--- config.mk ---
export PLATFORM = sky130hd
export DESIGN_NAME = bls_multicycle_sub
export DESIGN_NICKNAME = d
export VERILOG_FILES = /design/src/rtl/bls_multicycle_sub.sv
export SDC_FILE = /design/constraint.sdc
export NUM_CORES = 1
export LEC_CHECK = 0
export CAP_MARGIN = 40
export CORE_ASPECT_RATIO = 1.4
export CORE_MARGIN = 1
export CORE_UTILIZATION = 50
export CTS_CLUSTER_SIZE = 8
export DETAILED_ROUTE_END_ITERATION = 10
export PLACE_DENSITY = 0.9
export REMOVE_ABC_BUFFERS = 1
export SLEW_MARGIN = 30
export SYNTH_ARGS = -nofsm -noshare
export SYNTH_HDL_FRONTEND = slang
export SYNTH_SLANG_ARGS = --single-unit
--- constraint.sdc ---
create_clock -name clk -period 2.25 [get_ports clk]
set_clock_uncertainty 0.2 [all_clocks]
set_input_delay 0.675 -clock clk [delete_from_list [all_inputs] [get_ports clk]]
set_output_delay 0.675 -clock clk [all_outputs]
set_load 0.01 [all_outputs]
--- src/rtl/bls_multicycle_sub.sv ---
// Multi-cycle borrow-lookahead subtractor: D = A - B - bin, one SLICE-bit slice per clock,
// LSB slice first, with start/busy/done handshake and zero / signed-overflow flags.
module bls_multicycle_sub #(
   parameter int WIDTH = 16,
   parameter int SLICE = 4
) (
   input  logic             clk,
   input  logic             rst,
   input  logic             start,
   input  logic [WIDTH-1:0] a,
   input  logic [WIDTH-1:0] b,
   input  logic             bin,
   output logic             busy,
   output logic             done,
   output logic [WIDTH-1:0] d,
   output logic             bout,
   output logic             zero,
   output logic             ovf
);
   // WIDTH must be an integer multiple of SLICE
   localparam int NSLICES = WIDTH / SLICE;
   localparam int KW      = (NSLICES > 1) ? $clog2(NSLICES) : 1;

   typedef enum logic {IDLE, RUN} state_t;

   state_t           state_reg, state_next;
   logic [WIDTH-1:0] a_reg, b_reg, shadow_reg, shadow_next, d_reg;
   logic             a_msb_reg, b_msb_reg, borrow_reg;
   logic             done_reg, bout_reg, zero_reg, ovf_reg;
   logic [KW-1:0]    k_reg;
   logic [SLICE-1:0] sa, sb, g, p, sd;
   logic [SLICE:0]   brw;
   logic             accept, last_step;

   // Operands shift right each cycle so the active slice always sits in the low bits
   assign sa     = a_reg[SLICE-1:0];
   assign sb     = b_reg[SLICE-1:0];
   assign g      = ~sa & sb;
   assign p      = ~(sa ^ sb);
   assign brw[0] = borrow_reg;

   genvar gi;
   generate
      for (gi = 0; gi < SLICE; gi++) begin : g_la
         logic bo;
         logic term;
         // Sum-of-products lookahead: every borrow depends only on g, p and the slice borrow-in
         always_comb begin
            bo   = borrow_reg;
            term = 1'b0;
            for (int j = 0; j <= gi; j++) bo = bo & p[j];
            for (int j = 0; j <= gi; j++) begin
               term = g[j];
               for (int m = j + 1; m <= gi; m++) term = term & p[m];
               bo = bo | term;
            end
         end
         assign brw[gi+1] = bo;
         assign sd[gi]    = ~(p[gi] ^ brw[gi]);
      end
   endgenerate

   // New slice enters at the top; after NSLICES steps the shadow holds the full result
   assign shadow_next = (shadow_reg >> SLICE) | (WIDTH'(sd) << (WIDTH - SLICE));

   always_ff @(posedge clk) begin
      if (rst) state_reg <= IDLE;
      else     state_reg <= state_next;
   end

   always_comb begin
      state_next = state_reg;
      accept     = 1'b0;
      last_step  = 1'b0;
      case (state_reg)
         IDLE: begin
            if (start) begin
               accept     = 1'b1;
               state_next = RUN;
            end
         end
         RUN: begin
            if (k_reg == KW'(NSLICES - 1)) begin
               last_step  = 1'b1;
               state_next = IDLE;
            end
         end
         default: state_next = IDLE;
      endcase
   end

   always_ff @(posedge clk) begin
      if (rst) begin
         a_reg      <= '0;
         b_reg      <= '0;
         a_msb_reg  <= 1'b0;
         b_msb_reg  <= 1'b0;
         borrow_reg <= 1'b0;
         k_reg      <= '0;
         shadow_reg <= '0;
         d_reg      <= '0;
         done_reg   <= 1'b0;
         bout_reg   <= 1'b0;
         zero_reg   <= 1'b0;
         ovf_reg    <= 1'b0;
      end else begin
         done_reg <= 1'b0;
         if (accept) begin
            a_reg      <= a;
            b_reg      <= b;
            a_msb_reg  <= a[WIDTH-1];
            b_msb_reg  <= b[WIDTH-1];
            borrow_reg <= bin;
            k_reg      <= '0;
            shadow_reg <= '0;
         end else if (state_reg == RUN) begin
            a_reg      <= a_reg >> SLICE;
            b_reg      <= b_reg >> SLICE;
            shadow_reg <= shadow_next;
            borrow_reg <= brw[SLICE];
            k_reg      <= k_reg + 1'b1;
            if (last_step) begin
               d_reg    <= shadow_next;
               bout_reg <= brw[SLICE];
               zero_reg <= (shadow_next == '0);
               ovf_reg  <= (a_msb_reg != b_msb_reg) && (shadow_next[WIDTH-1] != a_msb_reg);
               done_reg <= 1'b1;
            end
         end
      end
   end

   assign busy = (state_reg == RUN);
   assign done = done_reg;
   assign d    = d_reg;
   assign bout = bout_reg;
   assign zero = zero_reg;
   assign ovf  = ovf_reg;

endmodule
==> run metrics <==
Cell Area, Synth 2870 um^2; Worst Hold Path EP d[5]$_SDFFE_PP0P_; Yosys warnings 0; pwr dens 744 nW/um^2; status finished, final reports clean; final setup margin 0.141 ns; post-DP HPWL 4090 um; crit start category flip-flop; Buffers on Ports 56; hold crit path type reg2reg; Critical Setup Path Class reg2out; most frequent cells in the layout 75 x nor2_1, 69 x dfxtp_1, 55 x clkdlybuf4s50_1; fin cells 432; Slew @ Worst Pin 0.338 ns; worst hold margin 0.259 ns; max incr delay on CP 0.54 ns; VDD IR-drop max 0.000559 V; ranking of synthesized cells by area dfxtp_1 49%, mux2i_1 15%, nor2_1 9.8%; crit path max-delay cell type clkdlybuf4s50_1; Starting Density 52.0%; maximum clock rate 0.474 GHz; average cell area after synthesis 9.49 um^2; Starting DRT DRC Count 103; vias in the first global route 2,180; critical-path cell list clkdlybuf4s50_1; Final Cell Area 3730 um^2; Antenna Diode Count 0; critical-path maximum fanout 2; # hold bufs at CTS 0; Routed Antenna Nets 0; fraction of registers with async set or reset after synthesis 0%; Core ar. 5530 um^2; leakage 1.53 nW; ys flop type dfxtp_1; Reg-to-Reg End ovf$_SDFFE_PP0P_; post-synth top area share 48.8%; CTS tree built; vias per cell 5.29; commonest non-fill, non-tap cell in the layout nor2_1; row cnt 32; Post-synth EDFFs 0; Die ar. 6060 um^2; GR Overflow Total 0; Worst-path clk slew 0.08 ns; die height 91.7 um; via count 2,285; crit path capture type primary output; wire per inst 13.6 um; period utilization 93.7%; die extent in x 66.1 um; Worst Path Buf+Inv 1; Clock Latency Late Sink 0.34 ns; Clock Tree Buf Depth 2; min Tclk post-route 2.11 ns; DRC viols 0; final hold viol count 0; H-tree Lvls 3; placed cell count 416; final core occ 67.5%; Layout area overhead 29.8%; max cap viols 0; CTS Root Cell clkbuf_8; Hold Path Origin d[5]$_SDFFE_PP0P_; number of gates resized after cts 0; final setup fails 0; Syn Inst Count 303; worst rel slew slack 77.3%; CTS Buf Count 9; Area after DPL 3510 um^2; WP data required 1.37 ns; Seq/Total Area, Yosys 48.8%; synth unique cells 39; largest net degree at the start of global routing 74; RSZ-0062 raised after global routing false; total track usage 21.5%; Hold Crit Depth 2; post-synth top area cell dfxtp_1; drt first pass iters 4; Register Area 1400 um^2; share of cells above drive strength 1 9.62%; number of setup buffers added after CTS 0; Crit path max-delay family buffers and inverters; initial antenna violation count 0; Slew Limit Fails 0; first-pass GRT wire length 9740 um; CTS sink count 70; Fillers 457; Multi-input gate area 1350 um^2; reg2reg setup slack 0.19 ns; Placement Setup Slack -0.00102 ns; origin of the worst setup path d[13]$_SDFFE_PP0P_; reg2reg path depth 7; Worst Path Arrival 1.23 ns; reg2reg start a_reg[0]$_SDFFE_PP0P_; gpl congestion 0.887; nets 402; synthesized flop and latch total 70; Post-Route WL 5870 um; io pins 57
[power by group]
group	switching, mW	internal, mW	total, mW	leakage (nW)
sequential	0.0307	1.29	1.32	0.570
combinational	0.175	0.173	0.348	0.854
clock	0.462	0.650	1.11	0.108
total	0.667	2.11	2.78	1.53
[metal layers]
layer  track usage [%]  wire (um)  share of wire (%)  up-vias
met5                 0          0                  0        -
met4              13.8        169                2.9        0
met3              4.35        292                5.0       14
met2              35.7       2970                 51       73
met1              24.2       2440                 42     1049
li1                  -          -                  -     1149
[Yosys cell counts, types with 2 or more instances]
| master | instances |
|---|---|
| a211oi_1 | 5 |
| a21oi_1 | 26 |
| a22o_1 | 12 |
| buf_1 | 4 |
| buf_2 | 8 |
| buf_4 | 2 |
| clkbuf_1 | 5 |
| dfxtp_1 | 70 |
| ha_1 | 6 |
| inv_1 | 6 |
| mux2i_1 | 44 |
| nand2_1 | 5 |
| nand3b_1 | 2 |
| nor2_1 | 75 |
| nor3b_1 | 2 |
| o21a_1 | 2 |
| o21ai_0 | 4 |
| or2_2 | 2 |
| xnor2_1 | 3 |
[worst max path at each step]
stage | end | cells after the start
after floorplan | zero$_SDFFE_PP0P_ | 3
after CTS | d[12] | 1
after global placement | shadow_reg[13]$_SDFFE_PP0P_ | 4
final | d[13] | 1
after global routing | ovf$_SDFFE_PP0P_ | 7
after detailed placement | shadow_reg[14]$_SDFFE_PP0P_ | 4
[through the flow]
step | total power [mW] | setup TNS, ns
floorplan | 1.54 | -21.98
global placement | 1.68 | 0
detailed placement | 1.69 | -0.00201
CTS | 2.79 | 0
global route | 2.88 | 0
finish | 2.78 | 0
[final cells by class]
type / instances / share of cell area, %
flip-flops and latches: 70 / 37.6
multi-input cells: 206 / 36.0
repair buffers: 65 / 17.4
clock buffers: 10 / 3.69
clock inverters: 6 / 2.28
well taps: 68 / 2.28
inverters: 7 / 0.738
[logic make-up after synthesis]
logic type	count (synthesis)	synth area share [%]
XOR/XNOR	3	0.914
multiplexers	44	15.3
AO/OA/AOI/OAI	54	12.2
buffers and inverters	27	4.44
AND/OR/NAND/NOR	98	15.1
adder cells (fa/ha/maj)	7	3.31
flip-flops	70	48.8
[tightest hold or removal path: stages, from the launching register on]
cell     delay [ns]
dfxtp_1        0.31
nand2_1        0.05
a21oi_1        0.05
Note: power is estimated with default switching activity, not from simulation.
